===== src/rtl/grid_pkg.sv =====
// ============================================================================
// grid_pkg : shared types and sizes for the VGA tile-grid Avalon writer
// Revision : 1.0
// ============================================================================
`default_nettype none

package grid_pkg;

    localparam int GRID_WORDS  = 16;
    localparam int GRID_IDX_W  = 4;
    localparam int GRID_DATA_W = 16;

    typedef enum logic {
        GW_IDLE  = 1'b0,
        GW_WRITE = 1'b1
    } gw_state_t;

    typedef logic [15:0] grid_word_t;

endpackage

`default_nettype wire


===== src/rtl/rr_pick16.sv =====
// ============================================================================
// rr_pick16 : combinational round-robin picker; first set request after 'last'
// Revision  : 1.0
// ============================================================================
`default_nettype none

module rr_pick16
    import grid_pkg::*;
#(
    parameter  int N = GRID_WORDS,
    localparam int W = $clog2(N)
) (
    input  logic [N-1:0] req,
    input  logic [W-1:0] last,
    output logic [W-1:0] sel,
    output logic         any
);

    logic [W-1:0] idx;

    // Walk offsets from farthest to nearest so the nearest hit after 'last' wins;
    // offset N wraps back onto 'last' itself, giving it lowest priority.
    always_comb begin
        sel = '0;
        any = 1'b0;
        idx = '0;
        for (int k = N; k >= 1; k--) begin
            idx = last + W'(k);
            if (req[idx]) begin
                sel = idx;
                any = 1'b1;
            end
        end
    end

endmodule

`default_nettype wire


===== src/rtl/grid_avl_writer.sv =====
// ============================================================================
// grid_avl_writer : shadow tile grid + dirty mask, flushed to the display
//                   slave as round-robin Avalon-MM single-word writes
// Revision        : 1.0
// ============================================================================
`default_nettype none

module grid_avl_writer
    import grid_pkg::*;
#(
    parameter  int GRID_WORDS = 16,
    parameter  int DATA_W     = 16,
    localparam int IDX_W      = $clog2(GRID_WORDS)
) (
    input  logic              CLK,
    input  logic              RESET_N,
    input  logic              UPD_VALID,
    input  logic [IDX_W-1:0]  UPD_ADDR,
    input  logic [DATA_W-1:0] UPD_DATA,
    input  logic              FLUSH,
    output logic              AVL_WRITE,
    output logic              AVL_CS,
    output logic [IDX_W:0]    AVL_ADDR,
    output logic [DATA_W-1:0] AVL_WRITEDATA,
    input  logic              AVL_WAITREQUEST,
    output logic              BUSY
);

    gw_state_t               state_q, state_d;
    logic [GRID_WORDS-1:0]   dirty_q, dirty_d;
    logic [IDX_W-1:0]        last_q,  last_d;
    logic                    write_q, write_d;
    logic [IDX_W:0]          addr_q,  addr_d;
    logic [DATA_W-1:0]       wdata_q, wdata_d;
    logic [DATA_W-1:0]       shadow_q [GRID_WORDS];

    logic [IDX_W-1:0]        pick_sel;
    logic                    pick_any;

    rr_pick16 #(
        .N    (GRID_WORDS)
    ) u_pick (
        .req  (dirty_q),
        .last (last_q),
        .sel  (pick_sel),
        .any  (pick_any)
    );

    always_ff @(posedge CLK or negedge RESET_N) begin
        if (!RESET_N) begin
            for (int i = 0; i < GRID_WORDS; i++) begin
                shadow_q[i] <= '0;
            end
        end else if (UPD_VALID) begin
            shadow_q[UPD_ADDR] <= UPD_DATA;
        end
    end

    always_comb begin
        state_d = state_q;
        dirty_d = dirty_q;
        last_d  = last_q;
        write_d = write_q;
        addr_d  = addr_q;
        wdata_d = wdata_q;

        case (state_q)
            GW_IDLE: begin
                if (pick_any) begin
                    state_d           = GW_WRITE;
                    write_d           = 1'b1;
                    addr_d            = {1'b0, pick_sel};
                    wdata_d           = shadow_q[pick_sel];
                    dirty_d[pick_sel] = 1'b0;
                    last_d            = pick_sel;
                end
            end
            GW_WRITE: begin
                if (!AVL_WAITREQUEST) begin
                    state_d = GW_IDLE;
                    write_d = 1'b0;
                end
            end
        endcase

        // Applied after the clear so a same-edge update re-dirties the entry.
        if (FLUSH) begin
            dirty_d = '1;
        end
        if (UPD_VALID) begin
            dirty_d[UPD_ADDR] = 1'b1;
        end
    end

    always_ff @(posedge CLK or negedge RESET_N) begin
        if (!RESET_N) begin
            state_q <= GW_IDLE;
            dirty_q <= '1;
            last_q  <= '1;
            write_q <= 1'b0;
            addr_q  <= '0;
            wdata_q <= '0;
        end else begin
            state_q <= state_d;
            dirty_q <= dirty_d;
            last_q  <= last_d;
            write_q <= write_d;
            addr_q  <= addr_d;
            wdata_q <= wdata_d;
        end
    end

    assign AVL_WRITE     = write_q;
    assign AVL_CS        = write_q;
    assign AVL_ADDR      = addr_q;
    assign AVL_WRITEDATA = wdata_q;
    assign BUSY          = (|dirty_q) | (state_q == GW_WRITE);

endmodule

`default_nettype wire


===== config.mk =====
export PLATFORM = sky130hd
export DESIGN_NAME = grid_avl_writer
export DESIGN_NICKNAME = d
export VERILOG_FILES = /design/src/rtl/grid_pkg.sv /design/src/rtl/rr_pick16.sv /design/src/rtl/grid_avl_writer.sv
export SDC_FILE = /design/constraint.sdc
export NUM_CORES = 1
export LEC_CHECK = 0
export ABC_CLOCK_PERIOD_IN_PS = 7100
export CAP_MARGIN = 20
export CORE_MARGIN = 2
export CORE_UTILIZATION = 30
export DETAILED_ROUTE_END_ITERATION = 10
export HOLD_SLACK_MARGIN = 0.02
export PLACE_DENSITY_LB_ADDON = 0.25
export SKIP_CTS_REPAIR_TIMING = 1
export SLEW_MARGIN = 5
export SYNTH_ARGS = -nofsm -noshare
export SYNTH_HDL_FRONTEND = slang
export SYNTH_SLANG_ARGS = --single-unit
export TNS_END_PERCENT = 1

===== constraint.sdc =====
create_clock -name CLK -period 7.1 [get_ports CLK]
set_clock_uncertainty 0.2 [all_clocks]
set_input_delay 1.065 -clock CLK [delete_from_list [all_inputs] [get_ports CLK]]
set_output_delay 1.065 -clock CLK [all_outputs]
set_load 0.1 [all_outputs]

==> results of run 1 <==
[Yosys cell counts, types with 7 or more instances]
cell type,count
sky130_fd_sc_hd__a211o_1,14
sky130_fd_sc_hd__a211oi_1,7
sky130_fd_sc_hd__a21o_1,7
sky130_fd_sc_hd__a21oi_1,29
sky130_fd_sc_hd__a221o_1,16
sky130_fd_sc_hd__a221oi_1,12
sky130_fd_sc_hd__a22oi_1,26
sky130_fd_sc_hd__and3_1,17
sky130_fd_sc_hd__buf_2,26
sky130_fd_sc_hd__buf_4,12
sky130_fd_sc_hd__clkbuf_1,60
sky130_fd_sc_hd__dfrtp_1,278
sky130_fd_sc_hd__dfstp_2,20
sky130_fd_sc_hd__ha_1,7
sky130_fd_sc_hd__inv_1,11
sky130_fd_sc_hd__mux2_2,220
sky130_fd_sc_hd__mux2i_1,139
sky130_fd_sc_hd__mux4_2,27
sky130_fd_sc_hd__nand2_1,275
sky130_fd_sc_hd__nand2b_1,8
sky130_fd_sc_hd__nand3_1,34
sky130_fd_sc_hd__nor2_1,42
sky130_fd_sc_hd__nor3_1,9
sky130_fd_sc_hd__o211ai_1,7
sky130_fd_sc_hd__o21ai_0,11
sky130_fd_sc_hd__xnor2_1,8
[cell usage in the layout, fill, tap and decap left out, drive strengths merged, types with 20 or more instances in the layout]
cell type / Yosys / layout
nor2: 46 / 46
clkbuf: 60 / 49
mux4: 27 / 27
mux2: 220 / 220
nand3: 38 / 38
nand2: 277 / 277
mux2i: 142 / 142
a22oi: 26 / 26
dfrtp: 278 / 278
dfstp: 20 / 20
clkdlybuf4s50: 0 / 46
a21oi: 31 / 31
buf: 50 / 35
[layout make-up]
class	instances	area share, %
multi-input combinational	1028	44.7
sequential	298	40.6
clock buffer	49	5.12
tap	696	4.73
timing repair buffer	81	4.17
inverter	18	0.367
clock inverter	4	0.265
[sequential cells by signal, summed over array words and instances, names as in the netlist]
register       cells
AVL_WRITEDATA     16
dirty_q           16
AVL_CS             1
last_q             4
shadow_q         256
AVL_ADDR           4
state_q            1
[kinds of logic (layout without fill, tap and decap cells)]
logic type | count (synthesis) | in the layout | synth area share, %
muxes | 389 | 389 | 27.9
other | 1 | 1 | 0.0231
DFF | 298 | 298 | 46.1
xor gates and xnor gates | 14 | 14 | 0.894
buffers and inverters | 128 | 152 | 3.71
adders and majority gates | 7 | 7 | 0.539
AOI/OAI and AO/OA | 189 | 189 | 9.24
and+or+nand+nor | 428 | 428 | 11.7
[worst min-delay path, delay by kind of cell, from the launching register on]
family	cells	cell delay, ns
DFF	1	0.34
and+or+nand+nor	2	0.10
[worst paths after layout]
check / cells past startpoint / from / endpoint / slack (ns)
max in group asynchronous: 2 / RESET_N / shadow_q[47] / 4.74
min: 2 / shadow_q[229] / shadow_q[229] / 0.28
max: 14 / last_q[0] / dirty_q[10] / 1.42
min reg2reg: 2 / shadow_q[229] / shadow_q[229] / 0.28
min in group asynchronous: 1 / RESET_N / shadow_q[10] / 0.40
max reg2reg: 14 / last_q[0] / dirty_q[10] / 1.42
[power groups by stage]
stage	Combinational (mW)	Sequential, mW	Clock, mW
detailed placement	5.68	2.47	0
CTS	5.71	2.44	1.64
global placement	5.68	2.47	0
floorplan	3.81	2.72	0
global route	6.07	2.50	1.70
finish	5.70	2.45	1.59
[per-stage QoR]
step	hold slack (ns)	total power [mW]	area (µm²)	setup WS, ns
6_report	0.276	9.74	18400	1.42
3_5_place_dp	0.263	8.15	17400	1.47
2_1_floorplan	0.245	6.53	16200	2.02
5_1_grt	0.298	10.3	18400	1.08
4_1_cts	0.278	9.79	18400	1.47
3_3_place_gp	0.258	8.14	17400	1.57
[layer usage]
layer / routed length (µm) / vias to the layer above
met1: 21300 / 5960
met2: 23000 / 292
met4: 1660 / 0
li1: - / 5248
met3: 2050 / 87
met5: 0 / -
==> run_results.csv, run 1 <==
group,metric,value,unit
run_status,outcome,"completed",
detailed_routing,vias,11600,
synthesis,yosys_warnings,0,
synthesis,synth_flop_cell,"sky130_fd_sc_hd__dfrtp_1",
clock_network,clk_pin_slew_worst_paths,0.06,ns
sta,final.period_utilization,80.0,%
worst_hold_path,worst_hold_path_type,"reg -> reg",
synthesis,synthesis.area,16200,µm²
place,port-buffer-count,47,
place,place.detailed.hpwl,29800,µm
power_and_ir_drop,power.share.combinational,58.5,%
detailed_routing,avgRoutedWirePerCell,22.1,µm
synthesis,synth_top_cells_by_area,"sky130_fd_sc_hd__dfrtp_1 (43%), sky130_fd_sc_hd__mux2_2 (15%), sky130_fd_sc_hd__mux2i_1 (8.6%)",
synthesis,netlist-cell-type-count,82,
clock_network,cts-root-to-sink-buffers,3,
detailed_routing,detail_route.iter0.violations,721,
detailed_routing,remaining_drc_errors,0,
clock_network,cts_tree,"yes",
floorplanning,boundaryPins,49,
grt,grtUsageTotal,17.0,%
worst_setup_path,crit_path_max_incr_delay,0.89,ns
worst_setup_path,crit_slowest_cell,"sky130_fd_sc_hd__ha_1",
synthesis,portion_of_synthesized_cell_area_occupied_by_the_leading_cell_type,42.8,%
grt,first_global_vias,11500,
grt,gr-usage-met3,1.95,%
synthesis,mappedNetlistNets,1486,
power_and_ir_drop,power.ir.vdd_worst,396,µV
layout,layout.area.seq,7480,µm²
worst_setup_path,worstSetupPathType,"reg -> reg",
clock_network,worst_skew_pair.late_latency,0.58,ns
floorplanning,starting_utilization_of_the_core_area,30.2,%
power_and_ir_drop,pwr_density_cell,529,nW/µm²
worst_setup_path,critPathBufInv,2,
worst_setup_path,maximum_fanout_count_along_the_critical_path,28,
floorplanning,chipWidth,237,µm
synthesis,synth.largest_area_cell,"sky130_fd_sc_hd__dfrtp_1",
grt,antenna_found_initial,0,
grt,global_route_wire_length_before_repair,73200,µm
power_and_ir_drop,switching_share,46.0,%
power_and_ir_drop,seqPwrFrac,25.1,%
worst_setup_path,timing.critical_path.from_type,"register",
grt,gr-usage-met2,28.4,%
clock_network,tritoncts.num_buffers,31,
layout,layout.filler_cells,5362,
clock_network,ctsRootBufferMaster,"sky130_fd_sc_hd__clkbuf_16",
grt,pin_count_of_the_biggest_net_entering_global_routing,167,
worst_setup_path,worst_setup_path_end_kind,"register",
synthesis,syn-instance-count,1454,
floorplanning,fp.dieH,237,µm
detailed_routing,drt-pass1-iter-count,5,
sta,setup_viol,0,
synthesis,synth-edff-count,0,
floorplanning,floorplan.die_area,56000,µm²
sta,timing.max_slew.rel_slack,26.4,%
worst_setup_path,worstPathCellList,"inv_2 -> ha_1 -> mux2i_1 -> mux4_2 -> mux2i_2 -> nor3_1 -> a21oi_1 -> o2111ai_1 -> o21ai_2 -> nand2_2 -> buf_4 -> nor2_1 -> nand3_1 -> a211o_1",
sta,fin_tns_setup,0,ns
layout,layout_cell_share_with_drive_strength_beyond_1,27.1,%
sta,final-hold-violation-count,0,
detailed_routing,route.antenna.remaining_nets,0,
power_and_ir_drop,netSwitchingPower,4.48,mW
layout,multiInputGateArea,8230,µm²
detailed_routing,route.final.wire_length,48000,µm
run,cap_viol_max_count,0,
layout,final_cells,2174,
power_and_ir_drop,power.clock.fraction,16.3,%
clock_network,htreeDepth,1,
synthesis,yosys_register_bits,298,
clock_network,clock_sinks,298,
sta,clock.fmax,176,MHz
sta,worstMarginPinSlew,1.10,ns
worst_setup_path,critPathArrivalTime,5.99,ns
synthesis,synthArstFlopShare,100,%
layout,antenna_cells_inserted,0,
floorplanning,rows,85,
layout,nNetsFinal,1490,
floorplanning,core_region_area,53700,µm²
grt,gr-max-usage-layer,"met2",
synthesis,syn-mean-instance-area,11.2,µm²
grt,global_route.overflow_total,0,
place,number_of_cells_in_the_design_after_placement,2121,
detailed_routing,avgViaCountPerCell,5.33,
grt,globalRouteMet1Util,22.8,%
sta,final_max_slew_viol_count,0,
layout,area_growth_syn_to_layout,13.4,%
place,gp_routability_congestion,0.855,
worst_setup_path,cp_data_required_time,7.41,ns
power_and_ir_drop,leakage,7.97,nW
sta,period_minus_slack,5.68,ns
power_and_ir_drop,cellInternalPower,5.26,mW
layout,final_core_util,34.3,%
synthesis,synth_seq_area_share,46.1,%
worst_setup_path,timing.critical_path.max_delay_family,"multiplexers",
sta,setup_repair_after_global_routing_missed_its_margin,"no",
No activity file was read; power rests on OpenSTA's default activity.
==> inputs of run 2 (changes only) <==
--- a/config.mk
+++ b/config.mk
@@ -5,7 +5,7 @@
 export SDC_FILE = /design/constraint.sdc
 export NUM_CORES = 1
 export LEC_CHECK = 0
-export ABC_CLOCK_PERIOD_IN_PS = 7100
+export ABC_CLOCK_PERIOD_IN_PS = 5700
 export CAP_MARGIN = 20
 export CORE_MARGIN = 2
 export CORE_UTILIZATION = 30
==> constraint.sdc (replaced) <==
create_clock -name CLK -period 5.7 [get_ports CLK]
set_clock_uncertainty 0.2 [all_clocks]
set_input_delay 0.855 -clock CLK [delete_from_list [all_inputs] [get_ports CLK]]
set_output_delay 0.855 -clock CLK [all_outputs]
set_load 0.1 [all_outputs]
==> run 2 against run 1 <==
- via count increased by 1.2%
- critical path depth unchanged
- fmax increased by 9.1%
- final area increased by 1.3%
- power increased by 28%
- clock-buffer cell count increased by 3
- combinational power increased by 25%
- global-route usage increased by 0.36 points
- cell count increased by 0.83%
==> run_results.csv, run 2 (synthesis results as in run 1) <==
group,metric,value,unit
place,place.detailed.hpwl,30900,µm
layout,most-common-layout-cells,"sky130_fd_sc_hd__dfrtp_1 (278), sky130_fd_sc_hd__nand2_1 (274), sky130_fd_sc_hd__mux2_2 (220)",
sta,clock.fmax,192,MHz
detailed_routing,avgViaCountPerCell,5.35,
place,port-buffer-count,47,
worst_setup_path,worst_setup_path_end_kind,"register",
sta,setup_repair_after_global_routing_missed_its_margin,"no",
layout,layout_cell_share_with_drive_strength_beyond_1,27.7,%
sta,final_max_slew_viol_count,0,
layout,antenna_cells_inserted,0,
run,cap_viol_max_count,0,
grt,pin_count_of_the_biggest_net_entering_global_routing,124,
clock_network,worst_skew_pair.late_latency,0.52,ns
grt,global_route.overflow_total,0,
sta,final-hold-violation-count,0,
layout,layout.area.seq,7480,µm²
detailed_routing,vias,11700,
sta,timing.max_slew.rel_slack,33.6,%
floorplanning,rows,85,
clock_network,clock_sinks,298,
sta,final.period_utilization,91.4,%
grt,first_global_vias,12000,
layout,final_cell_area,18700,µm²
place,gp_routability_congestion,0.909,
worst_setup_path,worstPathCellList,"buf_4 -> ha_1 -> xor2_1 -> mux4_2 -> nand2b_1 -> and3_1 -> o2111a_1 -> and4_1 -> o21ai_2 -> nand2_2 -> buf_4 -> mux2_2 -> a221oi_2 -> a221o_1",
floorplanning,chipWidth,237,µm
worst_setup_path,ff2ff_path_depth,14,
worst_hold_path,worst_hold_path_type,"in -> async",
worst_setup_path,crit_path_max_incr_delay,0.54,ns
layout,area_growth_syn_to_layout,14.9,%
clock_network,htreeDepth,2,
clock_network,cts-root-to-sink-buffers,3,
detailed_routing,avgRoutedWirePerCell,22.1,µm
detailed_routing,detail_route.iter0.violations,1023,
layout,layout.cells.most_common,"sky130_fd_sc_hd__dfrtp_1",
detailed_routing,drt-pass1-iter-count,7,
grt,antenna_found_initial,0,
layout,multiInputGateArea,8230,µm²
worst_setup_path,worst_r2r_startpoint,"last_q[0]",
worst_setup_path,cp_data_required_time,5.95,ns
grt,global_route_wire_length_before_repair,74700,µm
worst_setup_path,reg2reg_setup_slack,0.49,ns
worst_setup_path,worstSetupPathType,"reg -> reg",
floorplanning,boundaryPins,49,
worst_setup_path,crit_slowest_cell,"sky130_fd_sc_hd__dfstp_2",
clock_network,cts_tree,"yes",
place,number_of_cells_in_the_design_after_placement,2131,
floorplanning,fp.dieH,237,µm
detailed_routing,remaining_drc_errors,0,
sta,period_minus_slack,5.21,ns
power_and_ir_drop,pwr_density_cell,667,nW/µm²
layout,nNetsFinal,1504,
layout,register_with_the_highest_flop_count,"shadow_q",
worst_setup_path,maximum_fanout_count_along_the_critical_path,34,
sta,worstMarginPinSlew,0.992,ns
sta,fin_tns_setup,0,ns
layout,layout.filler_cells,5345,
floorplanning,starting_utilization_of_the_core_area,30.2,%
run_status,outcome,"completed",
power_and_ir_drop,power.ir.vdd_worst,524,µV
worst_setup_path,critPathArrivalTime,5.46,ns
detailed_routing,route.final.wire_length,48500,µm
place,placedInstanceArea,17500,µm²
sta,setup_viol,0,
clock_network,tritoncts.num_buffers,35,
worst_setup_path,timing.critical_path.from_type,"register",
floorplanning,floorplan.die_area,56000,µm²
clock_network,ctsRootBufferMaster,"sky130_fd_sc_hd__clkbuf_16",
grt,grtUsageTotal,17.3,%
layout,final_cells,2192,
floorplanning,core_region_area,53700,µm²
detailed_routing,route.antenna.remaining_nets,0,
power_and_ir_drop,leakage,8.09,nW
worst_setup_path,worst_r2r_dst,"AVL_WRITEDATA[9]",
layout,max_reg_flops,256,
worst_setup_path,crit_path_frequent_cell,"sky130_fd_sc_hd__buf_4",
clock_network,clk_pin_slew_worst_paths,0.06,ns
layout,final_core_util,34.7,%
[run 2: cell count changes in the layout (fill, tap and decap cells not counted), moves of 2 or more]
cell / delta
sky130_fd_sc_hd__clkbuf_1: +3
sky130_fd_sc_hd__bufinv_16: +2
sky130_fd_sc_hd__clkinv_2: +2
sky130_fd_sc_hd__clkbuf_8: -6
sky130_fd_sc_hd__clkbuf_16: +6
sky130_fd_sc_hd__buf_4: +9
[run 2: cell type report]
class                   count  share of cell area [%]
clock buffers              52                    5.48
clock inverters             9                   0.677
inverters                  18                   0.362
multi-input cells        1028                    44.1
flip-flops and latches    298                    40.1
well taps                 696                    4.67
repair buffers             91                    4.59
[run 2: how the worst max path moves through the flow]
stage	slack [ns]	cells after the start	startpoint	to
2_1_floorplan	0.62	17	last_q[1]	AVL_WRITEDATA[10]
3_3_place_gp	0.60	14	last_q[0]	AVL_WRITEDATA[7]
3_5_place_dp	0.57	15	last_q[0]	AVL_WRITEDATA[6]
4_1_cts	0.54	15	last_q[0]	AVL_WRITEDATA[13]
5_1_grt	0.17	15	last_q[0]	AVL_WRITEDATA[9]
6_report	0.49	14	last_q[0]	AVL_WRITEDATA[9]
[run 2: per-layer routing]
layer,routed length (µm),track usage [%],up-vias
li1,-,-,5285
met1,21500,23.3,6026
met2,23300,28.8,338
met3,2210,2.17,81
met4,1440,5.85,0
met5,0,0,-
[run 2: worst max-delay path, delay by kind of cell, from the launching register on]
kind	cells	cell delay, ns
simple gates	4	1.28
xor+xnor	1	0.47
mux	2	0.78
flops	1	0.54
compound gates	4	0.85
buf+inv	2	0.73
fa+ha+maj	1	0.27
[run 2: where the power goes]
part	total, mW	switching [mW]	internal (mW)
Clock	2.24	0.867	1.38
Sequential	3.06	0.388	2.67
Combinational	7.15	4.40	2.75
Total	12.5	5.66	6.80
[run 2: stage by stage]
stage | worst slack (ns) | total power, mW | hold slack [ns]
floorplan | 0.620 | 8.13 | 0.245
global placement | 0.602 | 10.2 | 0.256
detailed placement | 0.566 | 10.2 | 0.261
CTS | 0.543 | 12.5 | 0.266
global route | 0.173 | 13.2 | 0.293
finish | 0.491 | 12.5 | 0.244
